[src/rtl/ps2_host_tx.sv]
// PS/2 host-to-device transmitter: inhibits the bus, issues a request-to-send,
// then shifts a command byte out on device-generated clocks and checks the ACK.
module ps2_host_tx #(
    parameter int unsigned INHIBIT_CYCLES = 5000,    // must be >= 1
    parameter int unsigned TIMEOUT_CYCLES = 1000000  // must be >= 1
) (
    input  logic       clk,
    input  logic       rst,
    input  logic [7:0] din,
    input  logic       valid,
    output logic       ready,
    input  logic       ps2_clk_i,
    input  logic       ps2_data_i,
    output logic       ps2_clk_oe,
    output logic       ps2_data_oe,
    output logic       done,
    output logic       ack_err,
    output logic       timeout
);

    localparam int unsigned CNT_MAX =
        (INHIBIT_CYCLES > TIMEOUT_CYCLES) ? INHIBIT_CYCLES : TIMEOUT_CYCLES;
    localparam int unsigned CNT_W = $clog2(CNT_MAX + 1);

    // Terminal counts: a state lasting N cycles leaves when the counter shows N-1.
    localparam logic [CNT_W-1:0] INH_LAST = CNT_W'(INHIBIT_CYCLES - 1);
    localparam logic [CNT_W-1:0] TMO_LAST = CNT_W'(TIMEOUT_CYCLES - 1);

    localparam logic [2:0] StIdle    = 3'd0;
    localparam logic [2:0] StInhibit = 3'd1;
    localparam logic [2:0] StReq     = 3'd2;
    localparam logic [2:0] StSend    = 3'd3;
    localparam logic [2:0] StAck     = 3'd4;

    logic [2:0]       state_q, state_d;
    logic [CNT_W-1:0] cnt_q, cnt_d;
    logic [8:0]       frame_q, frame_d;      // {parity, data}
    logic [3:0]       bit_idx_q, bit_idx_d;  // number of falling edges seen in SEND
    logic [2:0]       clk_sync_q;
    logic [1:0]       data_sync_q;
    logic             clk_oe_q, clk_oe_d;
    logic             data_oe_q, data_oe_d;
    logic             done_q, done_d;
    logic             ack_err_q, ack_err_d;
    logic             timeout_q, timeout_d;

    logic       clk_fe;
    logic       tmo_hit;
    logic [9:0] frame_w;
    logic       send_bit;

    assign clk_fe   = clk_sync_q[2] & ~clk_sync_q[1];
    assign tmo_hit  = (cnt_q == TMO_LAST);
    assign frame_w  = {1'b1, frame_q};
    assign send_bit = frame_w[bit_idx_q];

    assign ready       = (state_q == StIdle);
    assign ps2_clk_oe  = clk_oe_q;
    assign ps2_data_oe = data_oe_q;
    assign done        = done_q;
    assign ack_err     = ack_err_q;
    assign timeout     = timeout_q;

    // Bring the asynchronous bus lines into the clk domain.
    always_ff @(posedge clk) begin
        if (rst) begin
            clk_sync_q  <= 3'b111;
            data_sync_q <= 2'b11;
        end else begin
            clk_sync_q  <= {clk_sync_q[1:0], ps2_clk_i};
            data_sync_q <= {data_sync_q[0], ps2_data_i};
        end
    end

    // Next-state logic for the transfer sequencer and its registered line drives.
    always_comb begin
        state_d   = state_q;
        cnt_d     = cnt_q + CNT_W'(1);
        frame_d   = frame_q;
        bit_idx_d = bit_idx_q;
        clk_oe_d  = clk_oe_q;
        data_oe_d = data_oe_q;
        done_d    = 1'b0;
        ack_err_d = ack_err_q;
        timeout_d = timeout_q;

        case (state_q)
            StIdle: begin
                cnt_d     = '0;
                clk_oe_d  = 1'b0;
                data_oe_d = 1'b0;
                if (valid) begin
                    frame_d   = {~^din, din};
                    ack_err_d = 1'b0;
                    timeout_d = 1'b0;
                    clk_oe_d  = 1'b1;
                    state_d   = StInhibit;
                end
            end
            StInhibit: begin
                if (cnt_q == INH_LAST) begin
                    data_oe_d = 1'b1;  // start bit
                    cnt_d     = '0;
                    state_d   = StReq;
                end
            end
            StReq: begin
                if (tmo_hit) begin
                    clk_oe_d  = 1'b0;
                    data_oe_d = 1'b0;
                    timeout_d = 1'b1;
                    done_d    = 1'b1;
                    cnt_d     = '0;
                    state_d   = StIdle;
                end else begin
                    clk_oe_d  = 1'b0;  // hand the clock to the device, keep start bit
                    bit_idx_d = '0;
                    cnt_d     = '0;
                    state_d   = StSend;
                end
            end
            StSend: begin
                if (clk_fe) begin
                    cnt_d     = '0;
                    data_oe_d = ~send_bit;
                    if (bit_idx_q == 4'd9) begin
                        state_d = StAck;  // stop bit (1) leaves data released
                    end else begin
                        bit_idx_d = bit_idx_q + 4'd1;
                    end
                end else if (tmo_hit) begin
                    clk_oe_d  = 1'b0;
                    data_oe_d = 1'b0;
                    timeout_d = 1'b1;
                    done_d    = 1'b1;
                    cnt_d     = '0;
                    state_d   = StIdle;
                end
            end
            StAck: begin
                if (clk_fe) begin
                    ack_err_d = data_sync_q[1];
                    done_d    = 1'b1;
                    cnt_d     = '0;
                    state_d   = StIdle;
                end else if (tmo_hit) begin
                    clk_oe_d  = 1'b0;
                    data_oe_d = 1'b0;
                    timeout_d = 1'b1;
                    done_d    = 1'b1;
                    cnt_d     = '0;
                    state_d   = StIdle;
                end
            end
            default: begin
                clk_oe_d  = 1'b0;
                data_oe_d = 1'b0;
                cnt_d     = '0;
                state_d   = StIdle;
            end
        endcase
    end

    // Sequencer state, counters and registered outputs.
    always_ff @(posedge clk) begin
        if (rst) begin
            state_q   <= StIdle;
            cnt_q     <= '0;
            frame_q   <= '0;
            bit_idx_q <= '0;
            clk_oe_q  <= 1'b0;
            data_oe_q <= 1'b0;
            done_q    <= 1'b0;
            ack_err_q <= 1'b0;
            timeout_q <= 1'b0;
        end else begin
            state_q   <= state_d;
            cnt_q     <= cnt_d;
            frame_q   <= frame_d;
            bit_idx_q <= bit_idx_d;
            clk_oe_q  <= clk_oe_d;
            data_oe_q <= data_oe_d;
            done_q    <= done_d;
            ack_err_q <= ack_err_d;
            timeout_q <= timeout_d;
        end
    end

endmodule

[config.mk]
export PLATFORM = sky130hd
export DESIGN_NAME = ps2_host_tx
export DESIGN_NICKNAME = d
export VERILOG_FILES = /design/src/rtl/ps2_host_tx.sv
export SDC_FILE = /design/constraint.sdc
export NUM_CORES = 1
export LEC_CHECK = 0
export CAP_MARGIN = 40
export CORE_MARGIN = 2
export CORE_UTILIZATION = 51
export DETAILED_ROUTE_END_ITERATION = 16
export PLACE_DENSITY_LB_ADDON = 0.12
export SYNTH_ARGS = -nofsm -noshare
export SYNTH_HDL_FRONTEND = slang
export SYNTH_SLANG_ARGS = --single-unit
[constraint.sdc]
create_clock -name clk -period 1.8 [get_ports clk]
set_input_delay 0.36 -clock clk [delete_from_list [all_inputs] [get_ports clk]]
set_output_delay 0.36 -clock clk [all_outputs]
set_load 0.05 [all_outputs]
## After elaboration in Yosys (flattened, before gate mapping)

Cells that the tools add are included.

| word-level totals | value |
|---|---|
| logic and storage cells | 85 |
| flip-flop bits (word level) | 46 |
| output and inout port bits | 6 |

| operators by class | value |
|---|---|
| multiplexer cells | 37 |
| eq/ne operators | 17 |
| $add $sub $neg | 2 |
| bitwise operators | 4 |
| reduce and logical (&&, ||, !) cells | 13 |
| order comparisons | 1 |

Operators with widths:

| operator | count |
|---|---|
| 2-to-1 mux 20 bit | 3 |
| one-hot mux 20 bit (2 select lines) | 1 |
| adder 20 x 1 -> 20 bit, second input constant | 1 |
| equality test 20 x 13 -> 1 bit, second input constant | 1 |
| equality test 20 bit, second input constant | 1 |
| 2-to-1 mux 3 bit | 6 |
| != test 2 bit, second input constant | 8 |
| 2-to-1 mux 1 bit | 15 |
| one-hot mux 3 bit (5 select lines) | 1 |
| 2-to-1 mux 4 bit | 3 |
| AND reduction 3 bit | 4 |
| one-hot mux 1 bit (3 select lines) | 3 |
| one-hot mux 4 bit (2 select lines) | 1 |
| XNOR reduction 8 bit | 1 |
| equality test 3 x 2 -> 1 bit, second input constant | 2 |
| < comparator 4 x 5 -> 1 bit, second input constant | 1 |
| adder 4 x 1 -> 4 bit, second input constant | 1 |
| binary-select mux 1 bit (select 4 bit) | 1 |
| equality test 4 bit, second input constant | 1 |
| one-hot mux 1 bit (4 select lines) | 1 |
| AND reduction 2 bit | 2 |
| AND reduction 4 bit | 1 |
| nonzero test 2 bit | 2 |
| equality test 3 x 1 -> 1 bit, second input constant | 1 |
| 10 further kinds | 12 |

## Logic depth before layout (Yosys ltp)

Gate-level depths: netlist (run 1).

| logic depth | value |
|---|---|
| depth in word-level cells | 5 |
| depth in mapped cells | 7 |
| mapped depth without buffers | 6 |

## Least setup slack after synthesis (run 1)

No wires, ideal clock.

| path | value |
|---|---|
| path kind | reg2reg |
| start | register state_q[0] |
| end | register frame_q[8] |
| path buffers | 2 |
| setup slack | -0.694 ns |
| arrival time | 2.424 ns |
| setup time | 0.070 ns |
| cell stages (with the launch flop) | 7 |
| data required time | 1.730 ns |
| path through | dfxtp_1 > clkbuf_1 > nor3_1 > and2_1 > clkbuf_1 > nand2_1 > a21oi_1 |

| on the way | value |
|---|---|
| word-level cells in the longest chain between the ends | 2 |

RTL lines:

| item | RTL line | text |
|---|---|---|
| start, declared | 35 | `logic [2:0] state_q, state_d;` |
| start signal, assigned | 167 | `state_q <= StIdle;` |
| start signal, assigned | 177 | `state_q <= state_d;` |
| logical NOT 3 bit | n/a |  |
| named net ready | 11 | `output logic ready,` |
| AND reduction 2 bit (no line) | n/a |  |
| end signal, assigned | 179 | `frame_q <= frame_d;` |
| end, declared | 37 | `logic [8:0] frame_q, frame_d;` |

The timed path passes the listed nets, and every way through them passes these cells.
A chain may end at the register's enable or synchronous reset.

## Worst setup path after layout (run 1)

| path | value |
|---|---|
| start | register cnt_q[8] |
| end | register cnt_q[4] |

| on the way | value |
|---|---|
| word-level cells in the longest chain between the ends | 4 |

RTL lines:

| item | RTL line | text |
|---|---|---|
| start, declared | 36 | `logic [CNT_W-1:0] cnt_q, cnt_d;` |
| start signal, assigned | 178 | `cnt_q <= cnt_d;` |
| equality test 20 bit | 53 | `assign tmo_hit = (cnt_q == TMO_LAST);` |
| 2-to-1 mux 20 bit | 131, 146 |  |
| 2-to-1 mux 20 bit | 123 | `if (clk_fe) begin` |
| one-hot mux 20 bit (2 select lines) (*) | 87 | `case (state_q)` |

Every way passes the cells marked *; elsewhere a longest branch is shown, timed or not.

==> results of run 1 <==
sequential cells by signal, summed over array words and instances, names as in the netlist:
register     cells
ps2_data_oe      1
cnt_q           20
bit_idx_q        4
state_q          3
clk_sync_q       3
timeout          1
data_sync_q      2
ps2_clk_oe       1
ack_err          1
done             1
frame_q          9
report_power, final:
group	internal [W]	total, W	switching [W]	leakage [nW]
logic	0.000106	0.000216	0.000110	0.634
clock network	0.000268	0.000599	0.000332	0.0383
registers	0.00104	0.00106	0.0000193	0.377
total	0.00142	0.00188	0.000461	1.05
final cells by class:
| class | count | area, um^2 |
|---|---|---|
| Fill cell | 338 | 1200 |
| Multi-Input combinational cell | 195 | 1260 |
| Tap cell | 50 | 62.6 |
| Clock buffer | 7 | 76.3 |
| Sequential cell | 46 | 930 |
| Timing Repair Buffer | 55 | 473 |
| Inverter | 5 | 18.8 |
cell families (layout without fill, tap and decap cells):
family	count (synthesis)	count (layout)	synth area share, %
buffers and inverters	14	67	3.13
adder cells (fa/ha/maj)	3	3	1.74
AO/OA/AOI/OAI	41	41	11.7
multiplexers	3	3	2.55
flip-flops	46	46	42.6
XOR/XNOR	27	27	10.9
AND/OR/NAND/NOR	121	121	27.4
metal layers:
metal | global-route usage (%) | share of wire, % | up-vias
li1 | - | - | 988
met1 | 25.1 | 43 | 919
met2 | 36.8 | 51 | 37
met3 | 4.53 | 3.6 | 11
met4 | 9.15 | 2.2 | 0
met5 | 0 | 0 | -
cells in the final DEF, fill, tap and decap left out, types with 3 or more instances in the layout:
cell	count
nor2_1	30
nand3_1	12
buf_4	40
xnor2_1	12
xor2_1	15
dfxtp_1	39
o22ai_1	3
nor4_1	3
clkdlybuf4s50_1	12
clkbuf_8	5
nand3b_1	3
nand2_1	35
inv_1	5
nor3_1	7
or2_2	6
nand4_1	5
nand2b_1	3
dfxtp_2	7
o21ai_0	7
a21oi_1	19
metrics by stage:
stage / area (um^2) / cells / total power (W)
final: 2820 / 358 / 0.00188
after global routing: 2820 / 358 / 0.00195
after CTS: 2750 / 358 / 0.00189
after detailed placement: 2670 / 351 / 0.00129
after global placement: 2670 / 351 / 0.00129
after floorplan: 2180 / 255 / 0.00121
final timing paths:
kind | start | to | slack (ns) | depth (start not counted)
worst min-delay path | clk_sync_q[0] | clk_sync_q[1] | 0.41 | 1
worst max-delay path | cnt_q[8] | cnt_q[4] | -0.02 | 6
worst max register to register | cnt_q[8] | cnt_q[4] | -0.02 | 6
worst min register to register | clk_sync_q[0] | clk_sync_q[1] | 0.41 | 1
==> metrics.yaml, run 1 <==
clkTransAtPathRegs_ns: 0.08
tightest_slew_ns: 0.504
core_mm2: 0.00403
fin_hold_ws_ns: 0.413
dpl_worst_slack_ns: -0.0706
synth_common_cells: "dfxtp_1, nand2_1, nor2_1"
diodes: 0
num-nets-final: 324
crit_chain: "nand3_2, or4b_4, o31a_1, a32oi_4, buf_12, nor2_1"
slew_viol_final: 0
cp.arrival_ns: 2.01
timing.critical_path.slowest_stage_cell: "or4b_4"
grt_pass1_vias: 1847
clk_latency_ns: 0.30
yosys-top-cells-area: "dfxtp_1, nand2_1, xor2_1"
critPathKind: "register to register"
syn_inst: 255
powerDensity_mw_per_mm2: 665
dr.pass1.iters: 4
fin_setup_tns_ns: -0.135
synthFlopType: "dfxtp_1"
die-area_mm2: 0.00478
ant_nets: 0
hold_violations: 0
cts.sinks: 46
cp_max_fo: 20
ys_seq_area_share_pct: 42.6
h-tree-depth: 2
yosysWarningCount: 0
synth.top_cell.area_share_pct: 42.6
cts_tree: "done"
synth.avg_cell_area_um2: 8.48
worst_clock_skew_ns: 0.00964
post-route-util_pct: 70.1
slowest_delay_ns: 0.49
wl_per_cell_um: 13.7
crit_required_ns: 1.99
cts-hold-fix-buffers: 0
max_freq_ghz: 0.550
setup_violations: 18
grt_overflow: 0
drt-total-wl_mm: 4.92
grt_max_degree: 21
rsz0062_at_grt: "yes"
die_h_um: 69.1
critical_path_buf_inv_count: 1
cts_root_buffer: "clkbuf_8"
status: "complete, but fails checks"
routed_via_density: 5.46
drtIter0Drc: 222
rows: 23
violations: "setup timing"
setup.worst_path.end_class: "register"
ys_async_sr_fraction_pct: 0
hold_class: "register to register"
setup_slack_ns: -0.0183
drc: 0
synthDistinctLibCells: 37
antenna_found_initial: 0
synth_edf_count: 0
track_usage_pct: 21.2
ios: 19
syn-num-nets: 271
post-synth-top-area-cell: "dfxtp_1"
max-vdd-ir-drop_v: 0.000388
place_hpwl_mm: 3.61
p_leak_nw: 1.05
syn_area_mm2: 0.00216
vias: 1955
cts.repair.resized: 1
maxCapViolCount: 0
gp_congestion: 0.897
synth_seq_cells: 46
worstSetupStartpointType: "register"
synth.most_common_cell: "dfxtp_1"
die_w_um: 69.1
postCtsSetupBuffers: 0
clk_path_buf_depth: 2
syn_to_final_growth_pct: 30.6
final_layout_size_suffix_gt1_share_pct: 25.0
grt_pass1_wl_mm: 8.25
period_minus_slack_ns: 1.82
critical-path-top-delay-family: "simple AND/OR/NAND/NOR gates"
io_buffer_count: 18
fin_crit_sh_pct: 101
cts_buffers: 5
initial_core_util_pct: 53.7
slew_headroom_pct: 66.4
Power figures use the tool's default switching activity.
==> inputs of run 2 (changes only) <==
--- a/config.mk
+++ b/config.mk
@@ -13,3 +13,4 @@
 export SYNTH_ARGS = -nofsm -noshare
 export SYNTH_HDL_FRONTEND = slang
 export SYNTH_SLANG_ARGS = --single-unit
+export TNS_END_PERCENT = 30
==> metrics.yaml, run 2 (synthesis results as in run 1) <==
status: "complete, but fails checks"
violations: "setup timing"
max-vdd-ir-drop_v: 0.000561  # +45%
drtIter0Drc: 161  # -27%
maxCapViolCount: 0  # unchanged
regArea_um2: 928  # -0.13%
tightest_slew_ns: 0.392  # -0.112 ns
whs_path_depth: 1  # unchanged
largest_reg_flops: 20  # unchanged
postCtsSetupBuffers: 0  # unchanged
vias: 1973  # +0.92%
slew_viol_final: 0  # unchanged
use_met2_pct: 33.3  # -3.4 points
wl_per_cell_um: 13.8  # +0.26%
slowest_delay_ns: 0.49  # about the same
clkTransAtPathRegs_ns: 0.09  # about the same
top_regs: "cnt_q: 20 flops, frame_q: 9 flops, bit_idx_q: 4 flops"
rr_worst_depth: 6  # unchanged
track_usage_pct: 22.1  # +0.96 points
worstSetupStartpointType: "register"
rows: 23  # unchanged
placed_cell_area_mm2: 0.00267  # +0.19%
grt_overflow: 0  # unchanged
fin_hold_ws_ns: 0.415  # +0.00211 ns
cts_root_buffer: "clkbuf_8"
ant_nets: 0  # unchanged
routed_via_density: 5.47  # about the same
cp_max_fo: 20  # unchanged
period_minus_slack_ns: 1.83  # +0.0150 ns
critPathKind: "register to register"
hp-start: "data_sync_q[0]"
clk_path_buf_depth: 2  # unchanged
grt_pass1_wl_mm: 8.59  # +4.2%
grt_pass1_vias: 1877  # +1.6%
timing.critical_path.slowest_stage_cell: "or4b_4"
h-tree-depth: 2  # unchanged
fin_crit_sh_pct: 102  # +0.83 points
cp.arrival_ns: 2.03  # +0.02 ns
fill_cells: 349  # +3.3%
r2r_end: "cnt_q[11]"
die_h_um: 69.1  # unchanged
ios: 19  # unchanged
num-nets-final: 326  # +0.62%
diodes: 0  # unchanged
setup.worst_path.end_class: "register"
slew_headroom_pct: 73.7  # +7.3 points
final_layout_size_suffix_gt1_share_pct: 25.7  # +0.72 points
hold_class: "register to register"
cts_buffers: 5  # unchanged
final_cell_mix: "buf_4, dfxtp_1, nand2_1, nor2_1, a21oi_1"
use_met3_pct: 4.82  # +0.29 points
die_w_um: 69.1  # unchanged
place_hpwl_mm: 3.50  # -3.0%
setup_violations: 20  # +2
crit_required_ns: 2.00  # about the same
holdPathEnd: "data_sync_q[1]"
cts_tree: "done"
clk_latency_ns: 0.31  # about the same
crit_chain: "nand3_2, or4b_4, o31a_1, a32oi_2, buf_12, nor2_1"
dp_cells: 353  # +0.57%
r2r-start: "cnt_q[7]"
multiInputGateArea_mm2: 0.00124  # -1.8%
setup_slack_ns: -0.0333  # -0.0150 ns
rsz0062_at_grt: "yes"
grt_max_degree: 21  # unchanged
syn_to_final_growth_pct: 30.8
cts.sinks: 46  # unchanged
p_leak_nw: 1.06  # +0.75%
max_freq_ghz: 0.545  # -0.82%
hold_violations: 0  # unchanged
core_mm2: 0.00403  # unchanged
antenna_found_initial: 0  # unchanged
fin_area_mm2: 0.00283  # +0.18%
drc: 0  # unchanged
instances_no_fill: 361  # +0.84%
top_usage_layer: "met2"
final_common_cell: "buf_4"
gp_congestion: 0.892  # -0.49%
top_register: "cnt_q"
die-area_mm2: 0.00478  # unchanged
drt-total-wl_mm: 4.97  # +1.1%
dr.pass1.iters: 4  # unchanged
powerDensity_mw_per_mm2: 690  # +3.7%
fin_setup_tns_ns: -0.417  # -0.283 ns
io_buffer_count: 18  # unchanged
initial_core_util_pct: 53.7  # unchanged
r2r_slack_ns: -0.03  # -0.02 ns
grt_use_met1_pct: 30.8  # +5.8 points
worst_clock_skew_ns: 0.0114  # +0.00177 ns
-- run 2: changes by cell type in the layout (fill, tap and decap cells not counted), moves of 2 or more --
cell	before	now
clkbuf_1	2	0
dfxtp_2	7	3
dfxtp_1	39	42
nor4b_2	1	3
buf_4	40	43
-- run 2: metal layers --
metal / part of all wire (%) / vias to the layer above / wire [um]
met1: 49 / 932 / 2430
met3: 3.3 / 8 / 166
met4: 2.0 / 0 / 99
li1: - / 996 / -
met2: 46 / 37 / 2280
met5: 0 / - / 0
-- run 2: report_power, final --
group / switching [W] / internal (W)
Sequential: 0.0000169 / 0.00104
Clock: 0.000362 / 0.000309
Combinational: 0.000113 / 0.000108
Total: 0.000492 / 0.00146
-- run 2: critical path: cells and delay by family (launching register included) --
family | cells | cell delay [ns]
buffers and inverters | 1 | 0.19
AOI/OAI and AO/OA | 2 | 0.55
DFF | 1 | 0.37
and+or+nand+nor | 3 | 0.63
-- run 2: worst max path at each step --
stage | from | end | slack, ns | cells after the start
floorplan | cnt_q[0] | cnt_q[2] | -0.06 | 6
global placement | cnt_q[12] | cnt_q[13] | -0.11 | 6
detailed placement | cnt_q[12] | cnt_q[11] | -0.14 | 6
CTS | cnt_q[7] | cnt_q[3] | -0.04 | 6
global route | cnt_q[7] | cnt_q[13] | -0.09 | 6
finish | cnt_q[7] | cnt_q[11] | -0.03 | 6
-- run 2: repair_timing --
item / 4_1_cts / 5_1_grt
hold buffers: 0 / 0
resized for setup: 9 / 7
pin swaps: 3 / 1
endpoints found under the setup margin: 26 / 28
-- run 2: area by class of cell --
class | instances | area share (%)
tap | 50 | 2.21
clock buffer | 6 | 2.92
sequential | 46 | 32.8
clock inverter | 2 | 0.442
multi-input combinational | 195 | 43.9
inverter | 5 | 0.663
timing repair buffer | 57 | 17.1
-- run 2: through the flow --
step / total power, W / worst slack [ns] / utilization, %
4_1_cts: 0.00196 / -0.0383 / 69.4
3_3_place_gp: 0.00130 / -0.111 / 66.3
2_1_floorplan: 0.00121 / -0.0611 / -
6_report: 0.00195 / -0.0333 / 70.2
3_5_place_dp: 0.00130 / -0.138 / 66.3
5_1_grt: 0.00202 / -0.0897 / 70.2
